==> config.mk <==
export PLATFORM = sky130hd
export DESIGN_NAME = mem_stage
export DESIGN_NICKNAME = d
export VERILOG_FILES = /design/src/rtl/mem_stage_pkg.sv /design/src/rtl/mem_stage_load_align.sv /design/src/rtl/mem_stage.sv
export SDC_FILE = /design/constraint.sdc
export NUM_CORES = 1
export LEC_CHECK = 0
export ABC_AREA = 1
export ABC_CLOCK_PERIOD_IN_PS = 8720
export CAP_MARGIN = 10
export CORE_MARGIN = 2
export CORE_UTILIZATION = 47
export CTS_BUF_LIST = sky130_fd_sc_hd__clkbuf_4 sky130_fd_sc_hd__clkbuf_8 sky130_fd_sc_hd__clkbuf_16
export DETAILED_ROUTE_END_ITERATION = 8
export GPL_TIMING_DRIVEN = 1
export PLACE_DENSITY = 0.81
export SLEW_MARGIN = 30
export SYNTH_ARGS = -nofsm -noshare
export SYNTH_HDL_FRONTEND = slang
export SYNTH_HIERARCHICAL = 1
export SYNTH_SLANG_ARGS = --single-unit
==> constraint.sdc <==
create_clock -name clk -period 8.72 [get_ports clk]
set_input_delay 1.744 -clock clk [delete_from_list [all_inputs] [get_ports clk]]
set_output_delay 1.744 -clock clk [all_outputs]
set_load 0.05 [all_outputs]
==> src/rtl/mem_stage_pkg.sv <==
// mem_stage shared definitions.
// State encoding, access-size codes and funct3 field helpers.
package mem_stage_pkg;

  typedef enum logic [1:0] {
    IDLE = 2'd0,
    BUSY = 2'd1,
    DONE = 2'd2
  } state_t;

  localparam logic [1:0] SZ_B = 2'b00;
  localparam logic [1:0] SZ_H = 2'b01;
  localparam logic [1:0] SZ_W = 2'b10;
  localparam logic [1:0] SZ_D = 2'b11;

  localparam int F3_UNSIGNED = 2;

  // Sizes wider than the bus collapse to a full bus access.
  function automatic logic [1:0] size_clamp(
    input logic [1:0] sz,
    input logic [1:0] max_sz
  );
    return (sz > max_sz) ? max_sz : sz;
  endfunction

endpackage

==> src/rtl/mem_stage_load_align.sv <==
// mem_stage load alignment.
// Moves the addressed lane to bit 0, truncates and extends it.
module mem_stage_load_align
  import mem_stage_pkg::*;
#(
  parameter int BUS_WIDTH    = 64,
  parameter int FUNCT3_WIDTH = 3,
  parameter int OFF_W        = $clog2(BUS_WIDTH / 8)
) (
  input  logic [BUS_WIDTH-1:0]    rdata,
  input  logic [OFF_W-1:0]        off,
  input  logic [FUNCT3_WIDTH-1:0] funct3,
  output logic [BUS_WIDTH-1:0]    data
);

  localparam int NBYTES = BUS_WIDTH / 8;
  localparam logic [1:0] MAX_SZ = 2'($clog2(NBYTES));

  logic [1:0]           sz;
  logic [BUS_WIDTH-1:0] shifted;
  logic [BUS_WIDTH-1:0] keep;
  logic                 sign;

  assign sz      = size_clamp(funct3[1:0], MAX_SZ);
  assign shifted = rdata >> {off, 3'b000};

  // Keep mask for the access size and the sign bit at its top.
  always_comb begin
    keep = '0;
    sign = 1'b0;
    for (int i = 0; i < NBYTES; i++) begin
      if (i < (1 << sz)) keep[i*8 +: 8] = 8'hFF;
      if (i == (1 << sz) - 1) sign = shifted[i*8+7];
    end
  end

  assign data = (shifted & keep)
              | ((sign & ~funct3[F3_UNSIGNED]) ? ~keep : '0);

endmodule

==> src/rtl/mem_stage.sv <==
// mem_stage: load/store pipeline stage.
// Single-outstanding request/ready data port with stall.
module mem_stage
  import mem_stage_pkg::*;
#(
  parameter int BUS_WIDTH    = 64,
  parameter int FUNCT3_WIDTH = 3,
  parameter int STRB_WIDTH   = BUS_WIDTH / 8
) (
  input  logic                    clk,
  input  logic                    rst,
  input  logic                    valid_in,
  input  logic                    mem_read,
  input  logic                    mem_write,
  input  logic [FUNCT3_WIDTH-1:0] funct3,
  input  logic [BUS_WIDTH-1:0]    alu_fpu_result,
  input  logic [BUS_WIDTH-1:0]    write_data,
  output logic                    dmem_req,
  output logic                    dmem_we,
  output logic [BUS_WIDTH-1:0]    dmem_addr,
  output logic [BUS_WIDTH-1:0]    dmem_wdata,
  output logic [STRB_WIDTH-1:0]   dmem_wstrb,
  input  logic                    dmem_ready,
  input  logic [BUS_WIDTH-1:0]    dmem_rdata,
  output logic                    stall,
  output logic                    misaligned,
  output logic [BUS_WIDTH-1:0]    wb_data
);

  localparam int OFF_W = $clog2(STRB_WIDTH);
  localparam logic [1:0] MAX_SZ = 2'($clog2(STRB_WIDTH));

  state_t state_q;
  state_t state_d;

  logic [1:0]              sz;
  logic [OFF_W-1:0]        off;
  logic                    mem_op;
  logic                    low_bad;
  logic                    access;
  logic [STRB_WIDTH-1:0]   st_strb;
  logic [BUS_WIDTH-1:0]    st_keep;
  logic [BUS_WIDTH-1:0]    st_data;

  logic                    lat_read;
  logic [OFF_W-1:0]        lat_off;
  logic [FUNCT3_WIDTH-1:0] lat_f3;
  logic [BUS_WIDTH-1:0]    load_data;
  logic [BUS_WIDTH-1:0]    align_data;

  assign off    = alu_fpu_result[OFF_W-1:0];
  assign sz     = size_clamp(funct3[1:0], MAX_SZ);
  assign mem_op = valid_in & (mem_read | mem_write);

  // Address bits below the access size must be zero.
  always_comb begin
    unique case (sz)
      SZ_B:    low_bad = 1'b0;
      SZ_H:    low_bad = alu_fpu_result[0];
      SZ_W:    low_bad = |alu_fpu_result[1:0];
      default: low_bad = |alu_fpu_result[2:0];
    endcase
  end

  assign misaligned = mem_op & low_bad;
  assign access     = mem_op & ~low_bad;

  assign stall = ~rst
               & ((state_q == IDLE & access) | (state_q == BUSY));

  // Byte enables and data mask for the access size at lane 0.
  always_comb begin
    st_strb = '0;
    st_keep = '0;
    for (int i = 0; i < STRB_WIDTH; i++) begin
      if (i < (1 << sz)) begin
        st_strb[i]       = 1'b1;
        st_keep[i*8 +: 8] = 8'hFF;
      end
    end
  end

  assign st_data = (write_data & st_keep) << {off, 3'b000};

  mem_stage_load_align #(
    .BUS_WIDTH    (BUS_WIDTH),
    .FUNCT3_WIDTH (FUNCT3_WIDTH),
    .OFF_W        (OFF_W)
  ) u_load_align (
    .rdata  (dmem_rdata),
    .off    (lat_off),
    .funct3 (lat_f3),
    .data   (align_data)
  );

  // Next-state logic for the transaction sequencer.
  always_comb begin
    state_d = state_q;
    unique case (state_q)
      IDLE:    if (access) state_d = BUSY;
      BUSY:    if (dmem_ready) state_d = DONE;
      DONE:    state_d = IDLE;
      default: state_d = IDLE;
    endcase
  end

  // State register.
  always_ff @(posedge clk or posedge rst) begin
    if (rst) state_q <= IDLE;
    else     state_q <= state_d;
  end

  // Request issue, hold, completion and load capture.
  always_ff @(posedge clk or posedge rst) begin
    if (rst) begin
      dmem_req   <= 1'b0;
      dmem_we    <= 1'b0;
      dmem_addr  <= '0;
      dmem_wdata <= '0;
      dmem_wstrb <= '0;
      lat_read   <= 1'b0;
      lat_off    <= '0;
      lat_f3     <= '0;
      load_data  <= '0;
    end else if (state_q == IDLE && access) begin
      dmem_req   <= 1'b1;
      dmem_we    <= mem_write;
      dmem_addr  <= {alu_fpu_result[BUS_WIDTH-1:OFF_W], {OFF_W{1'b0}}};
      dmem_wdata <= st_data;
      dmem_wstrb <= st_strb << off;
      lat_read   <= mem_read;
      lat_off    <= off;
      lat_f3     <= funct3;
    end else if (state_q == BUSY && dmem_ready) begin
      dmem_req   <= 1'b0;
      dmem_we    <= 1'b0;
      load_data  <= align_data;
    end
  end

  assign wb_data = (state_q == DONE && lat_read) ? load_data
                                                 : alu_fpu_result;

endmodule

**Word level (Yosys, flattened, before mapping)**

Index checks and enable logic that the tools add are counted.

- Register bits after elaboration: 208
- Latch bits: 0
- RAM bits: 0
- ROM bits: 0
- Input port bits: 201
- Output and inout port bits: 204
- Logic and storage cells: 117
- Memories kept: 0

- $add $sub $neg: 1
- Multipliers: 0
- Divide/modulo/power cells: 0
- $lt $le $gt $ge: 18
- Equal/unequal tests: 13
- Shift operators: 5
- Muxes and demuxes: 43
- Bitwise gates (word level): 16
- Reductions and logical operators: 11

Operators with widths:

| kind | number |
|---|---|
| 4-bit by 32-bit < comparator with 1-bit output, first input constant | 8 |
| 64-bit AND | 2 |
| 4-bit by 32-bit equality test with 1-bit output, first input constant | 4 |
| 3-bit by 32-bit < comparator with 1-bit output, first input constant | 4 |
| 64-bit two-way mux | 2 |
| 8-bit two-way mux | 16 |
| 3-bit by 32-bit equality test with 1-bit output, first input constant | 2 |
| 1-bit by 32-bit < comparator with 1-bit output, first input constant | 2 |
| 2-bit by 32-bit < comparator with 1-bit output, first input constant | 2 |
| 64-bit inverter | 1 |
| 64-bit OR | 1 |
| 1-bit by 2-bit << shifter with 32-bit output, first input constant | 2 |
| 64-bit by 6-bit << shifter with 64-bit output | 1 |
| 64-bit by 6-bit >> shifter with 64-bit output | 1 |
| 2-bit by 32-bit equality test with 1-bit output, first input constant | 1 |
| 32-bit logical NOT | 1 |
| 32-bit by 2-bit subtractor with 32-bit output, second input constant | 1 |
| 1-bit two-way mux | 19 |
| 2-bit two-way mux | 4 |
| 8-bit by 3-bit << shifter with 8-bit output | 1 |
| 1-bit AND | 6 |
| 2-bit by 1-bit equality test with 1-bit output, second input constant | 2 |
| 2-bit equality test, second input constant | 2 |
| 2-bit greater-than comparator, second input constant | 2 |
| other kinds (11) | 20 |

**Depth between registers and ports, before layout**

Gate-level depths: netlist of the first run.

- Depth in word-level cells: 16
- Mapped depth: 12
- Depth with buffers taken out: 11

**Cells and area by module**

The synthesis of the first run kept the hierarchy.

Modules (own cells, without submodules):

| module | times used | cells each | area an instance (µm²) | sequential area each (µm²) |
|---|---|---|---|---|
| mem_stage | 1 | 1474 | 10490.1 | 5205.0 |
| mem_stage_load_align | 1 | 453 | 2139.6 | 0.0 |

**Worst setup path before layout of the first run**

Ideal clock, no wire load.

- Path type: in2out
- Start point: input funct3[1]
- End point: output stall
- Arrival: 3.433 ns
- Required time: 6.976 ns
- Setup slack: 3.543 ns
- Cell stages on the path: 9
- Path buffers: 4
- Path through: buf_2 -> nor2_1 -> nor2_1 -> nand2_1 -> nand2_2 -> buf_6 -> buf_6 -> buf_4 -> a21oi_1

- Cells in the longest elaborated chain, start to end: 9
- Elaborated cells between the ends (all ways): 11
- Those cells by class: 1 x order compare; 2 x eq/ne; 2 x mux; 5 x bitwise; 1 x reduce/logical

Ends and longest elaborated chain:

| item | RTL line | source |
|---|---|---|
| from (decl) | mem_stage.sv:15 | `input logic [FUNCT3_WIDTH-1:0] funct3,` |
| 2-bit greater-than comparator | mem_stage_pkg.sv:23 | `return (sz > max_sz) ? max_sz : sz;` |
| 2-bit two-way mux (*) | mem_stage_pkg.sv:23 |  |
| 2-bit equality test (tied with other cells) | mem_stage.sv:57 | `unique case (sz)` |
| 1-bit case mux with 3 select lines (*) | mem_stage.sv:57 |  |
| 1-bit inverter (*) | mem_stage.sv:66 | `assign access = mem_op & ~low_bad;` |
| 1-bit AND (*) | mem_stage.sv:66 |  |
| 1-bit AND (*) | mem_stage.sv:69 | `& ((state_q == IDLE & access) \| (state_q == BUSY));` |
| 1-bit OR (*) | mem_stage.sv:69 |  |
| 1-bit AND (*) | mem_stage.sv:69 |  |
| to (decl) | mem_stage.sv:25 | `output logic stall,` |

Mark *: on every way between the ends. The rest lies on a longest branch, timed or not.

**Worst setup path in the final report of the first run**

- Start point: input funct3[0]
- End point: output stall

Same word-level chain as after synthesis.

==> metrics.cfg, run 1 <==
[outcome]
status = finished clean

[final_layout]
multi_input_area_mm2 = 0.00636
seqCellArea_mm2 = 0.00521
layout.cells.most_common_list = nand2_1 (947), clkdlybuf4s50_1 (399), dfrtp_1 (206)
layout-drive-gt1-share = 0.0373
design_area_mm2 = 0.0174
fillers = 2403
final_common_cell = nand2_1
final_nets = 2434
syn2layout_area_growth_pct = 37.6

[run]
maxCapViolCount = 0

[route]
postRouteAntennaNets = 0
drtIter0Drc = 1436
drc = 0
vias_per_cell = 5.47
vias = 14200
wire_per_inst_um = 18.6
firstDrtPassIters = 7
wl_um = 48300

[pwr]
combPwrFrac = 0.485
power.switching_uw = 2220
pwr-share-clk = 0.220
power_leakage_uw = 0.00865
switching_share = 0.457
max-vdd-ir-drop_mv = 0.140
power_frac_seq = 0.295
finalPower_uw = 4860
p_int_uw = 2640
power_density_mw_per_mm2 = 280

[floorplanning]
dieArea_mm2 = 0.0282
start_util = 0.474
die_width_um = 168
io_pins = 405
rows = 60
core_mm2 = 0.0267
die_h_um = 168

[global_route]
grt_pass1_vias = 13400
grt_pass1_wl_um = 74900
antenna_found_initial = 5
grt_max_degree = 133
grt_use_total = 0.335
overflow = 0

[sta]
grt_setup_unrepaired = no
holdWs_ns = 0.476
slew_headroom = 0.347
max_freq_mhz = 164
finClkSkew_ns = 0.00987
maxSlewViolCount = 0
fin_tns_setup_ns = 0
finalCritPeriodShare = 0.700
min_period_ns = 6.10
worst-slew-pin-transition_ns = 0.978
setup_viol = 0
hold_viol = 0

[clocking]
cts_made_buffers = 24
insertion_delay_ns = 0.53
cts-hold-fix-buffers = 0
cts_setup_buffers = 0
cts.clk_slew.worst_paths_ns = 0.06
cts-root-buf = clkbuf_16
clkSinkCount = 208
clock_path_buffers = 3
htreeDepth = 1
cts_tree = yes
post_cts_resized = 0

[setup_path]
cp_max_fo = 82
r2r_slack_ns = 5.90
arrival_ns = 4.36
slowest_stage = clkdlybuf4s50_1
endpoint_kind = output port
rr_startpoint = lat_off[2]
path_cells = clkdlybuf4s50_1, buf_4, nor2_1, nor2_1, nand2_1, nand2_8, a21oi_1, clkdlybuf4s50_1
cpPeakStageDelay_ns = 0.73
worstReg2RegEnd = load_data[12]
path_class = primary input to output port
cp-startpoint = funct3[0]
crit_required_ns = 6.98
ff2ff_path_depth = 9
cp-start-kind = primary input

[synth]
synth_edf_count = 0
yosys-top-cells-area = dfrtp_1 (41%), nand2_1 (28%), o21ai_0 (7.5%), nand3_1 (6.8%), inv_1 (3.1%)
synthCells = 1927
ys.flop_type = dfrtp_1
synth-seq-cells = 208
yosys_warnings = 6
avgSynthCellArea_um2 = 6.55
synthDominantCellAreaShare = 0.412
synth_top_cell_by_area = dfrtp_1
ys_types = 34
synth-seq-area-share = 0.412
async_reset_ff_frac = 1.00
synth_area_mm2 = 0.0126

[placement]
placed_area_mm2 = 0.0165
portBuffers = 401
place_congestion = 0.956
dp_hpwl_um = 34300

[worst_hold_path]
hold_class = flip-flop to flip-flop
min-delay-start = dmem_addr[17]
hold_depth = 2
hold_path_end = dmem_addr[17]

==> registers in the layout (all words and copies together) (netlist names) <==
name,cells
dmem_addr,61
dmem_wstrb,8
dmem_wdata,64
load_data,64
dmem_req,1
lat_off,3
lat_f3,3
dmem_we,1
state_q,2
lat_read,1
==> power groups by stage <==
stage / Sequential (µW) / Clock, µW / Combinational, µW
finish: 1430 / 1070 / 2360
global route: 1470 / 1120 / 2520
CTS: 1430 / 1080 / 2350
detailed placement: 1440 / 0 / 2340
global placement: 1430 / 0 / 2310
floorplan: 1970 / 0 / 1000
==> kinds of logic after synthesis <==
family | share of synthesized area
flops | 0.412
mux | 0.00713
other cells | 0.000297
compound gates | 0.101
buf+inv | 0.0878
simple gates | 0.391
==> cells in the mapped netlist (9+ instances only) <==
cell,n
nand2_1,948
o211ai_1,19
o21ai_0,189
a21oi_1,21
inv_1,103
nor2_1,67
buf_2,32
buf_6,9
dfrtp_1,208
nand3_1,172
nand4_1,20
mux2i_1,9
clkbuf_1,64
buf_4,22
==> how the worst max path moves through the flow <==
stage | to | slack (ns) | cells past startpoint
finish | stall | 2.62 | 8
global route | stall | 2.48 | 8
CTS | stall | 2.66 | 8
detailed placement | stall | 2.68 | 8
global placement | stall | 2.58 | 7
floorplan | dmem_addr[10] | 1.30 | 1
==> layer usage <==
layer / GRT usage / vias to the layer above / wire, µm
met5: 0 / - / 27
met2: 0.565 / 758 / 22900
met3: 0.0545 / 111 / 4390
li1: - / 6712 / -
met1: 0.432 / 6616 / 18900
met4: 0.138 / 4 / 2050
==> per-stage QoR <==
step           instances  setup slack, ns  utilization
3_5_place_dp        2548             2.68        0.619
6_report            2595             2.62        0.652
4_1_cts             2592             2.66        0.651
3_3_place_gp        2548             2.58        0.619
5_1_grt             2594             2.48        0.652
2_1_floorplan       1929             1.30            -
==> critical path, delay by kind of cell <==
kind            cells  cell delay, ns
simple gates        4            0.97
compound gates      1            0.14
buf+inv             3            1.46
==> area by class of cell <==
type | instances | share of cell area
clock inverters | 8 | 0.00749
repair buffers | 412 | 0.236
inverters | 110 | 0.0248
well taps | 341 | 0.0246
clock buffers | 36 | 0.0412
flip-flops and latches | 208 | 0.300
multi-input cells | 1477 | 0.366
diodes | 3 | 0.000432
Power figures use the tool's default switching activity.
==> inputs of run 2 (changes only) <==
Settings changed: ABC_CLOCK_PERIOD_IN_PS 8720 to 6400.
Clock period 8.72 ns to 6.4 ns, I/O delays scaled along.
==> run 2 against run 1 <==
Net effect: core utilization up 0.49 points; routed wire length down 0.22%; global-route usage barely moved; critical path depth fell by 2; clock skew rose by 0.0076 ns; combinational power is 36% higher; first-iteration DRC count hardly changed; register-to-register slack lost 2.5 ns; final cell count increased by 0.23%; critical path type unchanged; largest cell class unchanged.
==> metrics.cfg, run 2 (synthesis results as in run 1) <==
[route]
wl_um = 48200
firstDrtPassIters = 7
drc = 0
drtIter0Drc = 1435
wire_per_inst_um = 18.5
postRouteAntennaNets = 0
vias_per_cell = 5.43
vias = 14100

[setup_path]
endpoint_kind = output port
cpPeakStageDelay_ns = 0.81
cp-start-kind = primary input
arrival_ns = 3.52
cp-startpoint = funct3[1]
worst-path-buf-inv = 2
path_cells = clkdlybuf4s50_1, nor2_1, nor2_1, nand2_1, nor2_1, clkdlybuf4s50_1
worstReg2RegEnd = dmem_wdata[50]
cpMostUsedCell = nor2_1
crit_required_ns = 5.12
r2r_slack_ns = 3.45
path_class = primary input to output port
crit_cells = 6
critPathTopFamily = buffers and inverters
cp-endpoint = misaligned
slowest_stage = clkdlybuf4s50_1
ff2ff_path_depth = 8
rr_startpoint = state_q[0]
cp_max_fo = 14

[sta]
min_period_ns = 4.80
holdWs_ns = 0.475
fin_tns_setup_ns = 0
hold_viol = 0
grt_setup_unrepaired = no
setup_viol = 0
finClkSkew_ns = 0.0175
maxSlewViolCount = 0
finalCritPeriodShare = 0.750
setup_ws_ns = 1.60
worst-slew-pin-transition_ns = 0.979
max_freq_mhz = 208
slew_headroom = 0.348

[floorplanning]
core_mm2 = 0.0267
rows = 60
die_width_um = 168
io_pins = 405
start_util = 0.474
dieArea_mm2 = 0.0282
die_h_um = 168

[final_layout]
design_area_mm2 = 0.0175
final_nets = 2437
fillers = 2380
layout.cells.most_common_list = nand2_1 (947), clkdlybuf4s50_1 (398), dfrtp_1 (206)
seqCellArea_mm2 = 0.00521
multi_input_area_mm2 = 0.00636
final_common_cell = nand2_1
layout-drive-gt1-share = 0.0390
syn2layout_area_growth_pct = 38.6
top_regs = dmem_wdata x64, load_data x64, dmem_addr x61

[global_route]
grt_pass1_vias = 13100
grt_max_degree = 179
grt_use_total = 0.335
grt_pass1_wl_um = 74300
overflow = 0
antenna_found_initial = 7

[pwr]
power_density_mw_per_mm2 = 386
max-vdd-ir-drop_mv = 0.239
power_leakage_uw = 0.00869

[clocking]
cts-hold-fix-buffers = 0
insertion_delay_ns = 0.53
cts_tree = yes
clkSinkCount = 208
cts-root-buf = clkbuf_16
htreeDepth = 1
cts_made_buffers = 24
cts_setup_buffers = 0
clock_path_buffers = 3
cts.clk_slew.worst_paths_ns = 0.05
post_cts_resized = 0

[run]
maxCapViolCount = 0

[placement]
dp_slack_ns = 1.64
portBuffers = 401
placed_area_mm2 = 0.0165
dp_hpwl_um = 34400
place_congestion = 0.991

[outcome]
status = finished clean

[worst_hold_path]
hold_class = flip-flop to flip-flop

-- run 2: worst min-delay path by stage --
stage	start	to	slack, ns	cells past startpoint
after CTS	dmem_addr[40]	dmem_addr[40]	0.48	2
after floorplan	lat_f3[2]	lat_f3[2]	0.45	2
after global placement	dmem_addr[22]	dmem_addr[22]	0.46	2
after detailed placement	dmem_addr[40]	dmem_addr[40]	0.46	2
final	dmem_addr[4]	dmem_addr[4]	0.47	2
after global routing	dmem_addr[54]	dmem_addr[54]	0.49	2
-- run 2: through the flow --
stage / total power [µW] / utilization / cells
floorplan: 4050 / - / 1929
global placement: 5090 / 0.620 / 2550
detailed placement: 5130 / 0.620 / 2550
CTS: 6770 / 0.655 / 2594
global route: 7110 / 0.657 / 2599
finish: 6760 / 0.657 / 2601
-- run 2: layer usage --
| metal | track usage | part of all wire | vias up | wire length (µm) |
|---|---|---|---|---|
| li1 | - | - | 6715 | - |
| met1 | 0.441 | 0.40 | 6547 | 19200 |
| met2 | 0.538 | 0.46 | 747 | 22200 |
| met3 | 0.0637 | 0.091 | 112 | 4360 |
| met4 | 0.154 | 0.048 | 2 | 2330 |
| met5 | 0 | 0.00027 | - | 13 |
-- run 2: worst min-delay path: stages, from the launching register on --
cell     delay [ns]
dfrtp_1        0.34
nand2_1        0.05
nand2_1        0.06
-- run 2: power breakdown --
group	total, µW	internal, µW	switching (µW)	leakage, µW
registers	1950	1720	230	0.00267
logic	3200	982	2220	0.00557
clock network	1610	1040	574	0.000458
-- run 2: layout make-up --
type / count / share of cell area
Antenna cell: 6 / 0.000858
Sequential cell: 208 / 0.297
Inverter: 110 / 0.0241
Clock inverter: 10 / 0.0117
Clock buffer: 34 / 0.0417
Timing Repair Buffer: 415 / 0.236
Tap cell: 341 / 0.0244
Multi-Input combinational cell: 1477 / 0.363
